$ cat config.mk
export PLATFORM = sky130hd
export DESIGN_NAME = onehot2bin_decoder_flat
export DESIGN_NICKNAME = d
export VERILOG_FILES = /design/src/rtl/onehot2bin_decoder_if.sv /design/src/rtl/onehot2bin_decoder.sv /design/src/flat_wrapper.sv
export SDC_FILE = /design/constraint.sdc
export NUM_CORES = 1
export LEC_CHECK = 0
export ABC_CLOCK_PERIOD_IN_PS = 1450
export CAP_MARGIN = 20
export CORE_MARGIN = 4
export CORE_UTILIZATION = 30
export DETAILED_ROUTE_END_ITERATION = 10
export HOLD_SLACK_MARGIN = 0.15
export PLACE_DENSITY = 0.63
export SYNTH_ARGS = -nofsm -noshare
export SYNTH_HDL_FRONTEND = slang
export SYNTH_SLANG_ARGS = --single-unit
$ cat constraint.sdc
create_clock -name clk -period 1.45 [get_ports clk]
set_clock_uncertainty 0.05 [all_clocks]
set_input_delay 0.2175 -clock clk [delete_from_list [all_inputs] [get_ports clk]]
set_output_delay 0.2175 -clock clk [all_outputs]
set_load 0.05 [all_outputs]
$ cat src/rtl/onehot2bin_decoder_if.sv
// Handshake bundle for the one-hot to binary decoder: request side, result side and error count.
interface onehot2bin_decoder_if #(
    parameter int BIN_WIDTH = 4,
    parameter int CNT_WIDTH = 8
);
    logic                      in_valid;
    logic                      in_ready;
    logic [2**BIN_WIDTH-1:0]   in_onehot;
    logic                      out_valid;
    logic                      out_ready;
    logic [BIN_WIDTH-1:0]      out_bin;
    logic                      out_err;
    logic [CNT_WIDTH-1:0]      err_count;

    modport master (
        output in_valid, in_onehot, out_ready,
        input  in_ready, out_valid, out_bin, out_err, err_count
    );

    modport slave (
        input  in_valid, in_onehot, out_ready,
        output in_ready, out_valid, out_bin, out_err, err_count
    );
endinterface

$ cat src/rtl/onehot2bin_decoder.sv
// Registered one-hot to binary decoder with a 2-entry skid buffer and a saturating error counter.
module onehot2bin_decoder #(
    parameter int BIN_WIDTH = 4,
    parameter int CNT_WIDTH = 8
) (
    input logic                  clk,
    input logic                  reset,
    onehot2bin_decoder_if.slave  bus
);
    localparam int ONEHOT_WIDTH = 2**BIN_WIDTH;

    typedef struct packed {
        logic                 err;
        logic [BIN_WIDTH-1:0] bin;
    } res_t;

    res_t                 dec, main_q, skid_q;
    logic                 main_vld, skid_vld, skid_vld_nxt, rdy;
    logic                 accept, xfer, main_load;
    logic [CNT_WIDTH-1:0] cnt;

    // Descending scan so the lowest set bit wins on multi-hot inputs.
    always_comb begin
        dec = '0;
        for (int i = ONEHOT_WIDTH-1; i >= 0; i--)
            if (bus.in_onehot[i]) dec.bin = BIN_WIDTH'(i);
        dec.err = (bus.in_onehot == '0) ||
                  ((bus.in_onehot & (bus.in_onehot - ONEHOT_WIDTH'(1))) != '0);
    end

    assign accept    = bus.in_valid & rdy;
    assign xfer      = main_vld & bus.out_ready;
    assign main_load = xfer | ~main_vld;

    always_comb begin
        skid_vld_nxt = skid_vld;
        if (skid_vld && xfer)
            skid_vld_nxt = 1'b0;
        else if (!skid_vld && accept && !main_load)
            skid_vld_nxt = 1'b1;
    end

    always_ff @(posedge clk or posedge reset) begin
        if (reset) begin
            main_vld <= 1'b0;
            main_q   <= '0;
        end else if (main_load) begin
            if (skid_vld) begin
                main_q   <= skid_q;
                main_vld <= 1'b1;
            end else if (accept) begin
                main_q   <= dec;
                main_vld <= 1'b1;
            end else begin
                main_vld <= 1'b0;
            end
        end
    end

    // in_ready is registered from the next skid state, so out_ready never reaches it combinationally.
    always_ff @(posedge clk or posedge reset) begin
        if (reset) begin
            skid_vld <= 1'b0;
            skid_q   <= '0;
            rdy      <= 1'b0;
        end else begin
            skid_vld <= skid_vld_nxt;
            rdy      <= ~skid_vld_nxt;
            if (!skid_vld && accept && !main_load)
                skid_q <= dec;
        end
    end

    always_ff @(posedge clk or posedge reset) begin
        if (reset)
            cnt <= '0;
        else if (accept && dec.err && cnt != '1)
            cnt <= cnt + CNT_WIDTH'(1);
    end

    assign bus.in_ready  = rdy;
    assign bus.out_valid = main_vld;
    assign bus.out_bin   = main_q.bin;
    assign bus.out_err   = main_q.err;
    assign bus.err_count = cnt;
endmodule

$ cat src/flat_wrapper.sv
// flat-port wrapper written by rule: the top's interface ports become plain ports
module onehot2bin_decoder_flat 
#(
    parameter int BIN_WIDTH = 4,
    parameter int CNT_WIDTH = 8
)
  (clk, reset, bus_in_valid, bus_in_onehot, bus_out_ready, bus_in_ready, bus_out_valid, bus_out_bin, bus_out_err, bus_err_count);
  onehot2bin_decoder_if #(.BIN_WIDTH(BIN_WIDTH), .CNT_WIDTH(CNT_WIDTH)) bus_i ();
  input logic clk;
  input logic reset;
  input wire logic [$bits(bus_i.in_valid)-1:0] bus_in_valid;
  input wire logic [$bits(bus_i.in_onehot)-1:0] bus_in_onehot;
  input wire logic [$bits(bus_i.out_ready)-1:0] bus_out_ready;
  output wire logic [$bits(bus_i.in_ready)-1:0] bus_in_ready;
  output wire logic [$bits(bus_i.out_valid)-1:0] bus_out_valid;
  output wire logic [$bits(bus_i.out_bin)-1:0] bus_out_bin;
  output wire logic [$bits(bus_i.out_err)-1:0] bus_out_err;
  output wire logic [$bits(bus_i.err_count)-1:0] bus_err_count;
  assign bus_i.in_valid = bus_in_valid;
  assign bus_i.in_onehot = bus_in_onehot;
  assign bus_i.out_ready = bus_out_ready;
  assign bus_in_ready = bus_i.in_ready;
  assign bus_out_valid = bus_i.out_valid;
  assign bus_out_bin = bus_i.out_bin;
  assign bus_out_err = bus_i.out_err;
  assign bus_err_count = bus_i.err_count;
  onehot2bin_decoder #(.BIN_WIDTH(BIN_WIDTH), .CNT_WIDTH(CNT_WIDTH)) u_core (.clk(clk), .reset(reset), .bus(bus_i));
endmodule
==> results.json <==
{
  "status": "finished, violations left",
  "failed_checks": "negative setup slack",
  "async_flop_share_pct": 100,
  "pre_cts_slack_ps": -1230,
  "finalHoldViolations": 0,
  "rsz0062_at_grt": "yes",
  "p_seq_share_pct": 26.2,
  "grt_max_degree": 22,
  "clk_pin_slew_worst_paths_ps": 80,
  "ys_warn_count": 0,
  "wl_met1_um": 1480,
  "synth_cell_types": 42,
  "swShare_pct": 41.6,
  "fin_ws_ps": -566,
  "crit_type": "input port to register",
  "syn_area_mm2": 0.00126,
  "cts_tree": "yes",
  "timing.final.crit_share_pct": 139,
  "p_int_mw": 2.20,
  "gp_congestion": 0.921,
  "synth_seq_cells": 21,
  "synth_top_family_by_area": "simple AND/OR/NAND/NOR gates",
  "route.detailed.drc": 0,
  "diodes": 0,
  "synth_seq_area_share_pct": 41.6,
  "p_comb_share_pct": 63.6,
  "critical_path_buf_inv_count": 2,
  "io_buffers": 34,
  "rr_worst_depth": 5,
  "critPathMaxStageDelay_ps": 530,
  "dpl_cell_area_mm2": 0.00220,
  "vias": 1385,
  "arrival_ps": 2110,
  "synth-simple-area-share_pct": 24.0,
  "grt_pass1_vias": 1508,
  "placementRows": 23,
  "antenna_found_initial": 0,
  "max_freq_mhz": 496,
  "critPathCaptureType": "register",
  "synthesis.nets": 157,
  "p_switching_mw": 1.57,
  "finalSetupViolCount": 10,
  "critical-path-top-delay-family": "simple AND/OR/NAND/NOR gates",
  "highest_layer": "met4",
  "viasPerCell": 5.04,
  "synthXorXnorAreaFrac_pct": 3.47,
  "synth.most_common_cell": "dfrtp_1",
  "cts-buffers-inserted": 3,
  "hold_buffers": 0,
  "grt_remaining_overflow": 0,
  "met2_length_um": 2070,
  "period_needed_ps": 2020,
  "synthAdderAreaFrac_pct": 4.26,
  "final_area_mm2": 0.00243,
  "grt_pass1_wl_um": 6420,
  "cap_violations": 0,
  "cp_cell_sequence": "buf_6 > or4_4 > maj3_2 > nor2_4 > o311ai_4 > a211oi_4 > buf_6 > nor3b_2 > mux2_1",
  "worst_ir_drop_vdd_mv": 0.641,
  "synth_commonest_cells": "dfrtp_1, nand2_1, nor2_1",
  "cts.sinks": 21,
  "synth_enable_flop_cells": 0,
  "layout-drive-gt1-share_pct": 51.1,
  "clockBufferDepth": 2,
  "cp.required_ps": 1550,
  "setup-tns-final_ps": -4930,
  "slowest_stage": "or4_4",
  "worst_r2r_startpoint": "u_core.bus.err_count[5]",
  "clock_latency_ps": 260,
  "dr_wl_met3_um": 205,
  "initial_core_util_pct": 31.4,
  "p_total_mw": 3.77,
  "wl_per_cell_um": 13.9,
  "die-area_mm2": 0.00531,
  "core_mm2": 0.00403,
  "io_pins": 35,
  "dpl.hpwl_um": 2840,
  "grt_usage_pct": 15.2,
  "detail_route.first_pass.iterations": 4,
  "drt-initial-drc-count": 64,
  "powerDensity_mw_per_mm2": 1550,
  "h-tree-depth": 1,
  "maxSlewViolCount": 0,
  "syn2layout_area_growth_pct": 92.6,
  "rrSetupSlack_ps": -130,
  "synth_top_area_share_pct": 41.6,
  "power_leakage_nw": 1.08,
  "finalWirelength_um": 3830,
  "worstMarginPinSlew_ps": 486,
  "synth_area_per_cell_um2": 9.29,
  "max-slew-margin-rel_pct": 67.3,
  "syn_inst": 136,
  "synthMuxAreaShare_pct": 6.83,
  "yosysTopAreaCell": "dfrtp_1",
  "min_path_type": "input port to asynchronous set/reset pin",
  "die_w_um": 72.9,
  "postRouteAntennaNets": 0,
  "synth_area_leaders": "dfrtp_1, a21oi_1, nand2_1, nand2b_1, xor2_1",
  "cp_common_cell": "buf_6",
  "startpoint_type": "input port",
  "clkPwrFrac_pct": 10.2,
  "synth-compound-area-share_pct": 16.9,
  "die_h_um": 72.9,
  "nNetsFinal": 247,
  "worstReg2RegEnd": "u_core.bus.err_count[5]",
  "root_buffer": "clkbuf_8",
  "synth_flop_cell": "dfrtp_1",
  "crit_fanout": 8
}
power by group through the flow:
stage,combinational (mW),clock [mW],sequential (mW)
3_5_place_dp,2.30,0,0.992
2_1_floorplan,0.502,0,1.53
5_1_grt,2.50,0.415,1.02
3_3_place_gp,2.26,0,0.973
6_report,2.39,0.385,0.988
4_1_cts,2.36,0.393,0.982
how the worst max path moves through the flow:
stage,start,end,cells past startpoint
5_1_grt,bus_in_onehot[10],u_core.bus.err_count[6],9
2_1_floorplan,bus_in_onehot[8],u_core.bus.err_count[6],7
6_report,bus_in_onehot[10],u_core.bus.err_count[6],9
3_5_place_dp,bus_in_onehot[8],u_core.bus.err_count[6],9
4_1_cts,bus_in_onehot[9],u_core.bus.err_count[6],9
3_3_place_gp,bus_in_onehot[8],u_core.bus.err_count[6],9
layout make-up:
cell class                 count  area, um2
tap                           50       62.6
inverter                       9       33.8
fill                         338       1600
clock buffer                   4       45.0
multi-input combinational    105        892
timing repair buffer          86        872
sequential                    21        528
timing repair:
item,4_1_cts,5_1_grt
setup buffers,7,1
pin swaps,21,17
setup endpoints to repair,18,17
gates resized for setup,66,18
cloned,0,0
cell families after synthesis:
family,Yosys count
simple gates,56
compound gates,31
flops,21
buf+inv,10
mux,8
xor+xnor,5
fa+ha+maj,5
cell usage in the layout (no fill, tap or decap), types with 2 or more instances in the layout:
cell,netlist,final
mux2_4,0,2
nor4_1,5,2
nor2_4,0,2
buf_4,0,48
a211oi_2,0,2
dfrtp_1,21,19
nor4_4,0,3
nand4_1,2,2
clkbuf_8,0,3
nor2_1,10,7
mux2i_1,3,3
o21ai_0,6,3
xor2_1,5,5
inv_1,9,9
nor3_1,6,4
buf_6,0,7
maj3_1,3,2
a21oi_1,9,8
clkdlybuf4s50_1,0,3
clkdlybuf4s15_1,0,4
o21a_1,2,2
dlygate4sd2_1,0,3
a22o_1,2,2
nand2b_1,7,6
nand3_1,3,3
mux2_2,3,2
maj3_2,1,2
buf_2,0,4
nand2_1,12,11
nor3_4,0,2
dfrtp_2,0,2
o21ai_1,1,2
buf_12,0,15
and4_1,2,2
state kept, by name, summed over array words and instances, names as in the netlist:
| register | flops |
|---|---|
| u_core.bus.err_count | 8 |
| u_core.skid_q | 5 |
| u_core.bus.out_bin | 4 |
| u_core.bus.in_ready | 1 |
| u_core.bus.out_err | 1 |
| u_core.bus.out_valid | 1 |
| u_core.skid_vld | 1 |
tightest hold or removal path: cells and delay by family:
kind	cells	cell delay, ps
buffers and inverters	3	710
layer usage:
| layer | up-vias | GRT usage, % |
|---|---|---|
| li1 | 673 | - |
| met1 | 656 | 15.8 |
| met2 | 50 | 30.7 |
| met3 | 6 | 2.20 |
| met4 | 0 | 4.71 |
| met5 | - | 0 |
stage by stage:
step,utilization [%],instances,hold slack (ps)
final,60.4,275,230
after global routing,60.4,275,277
after CTS,58.5,274,241
after detailed placement,54.7,264,430
after global placement,54.7,264,427
after floorplan,-,136,144
Note: power is estimated with default switching activity, not from simulation.
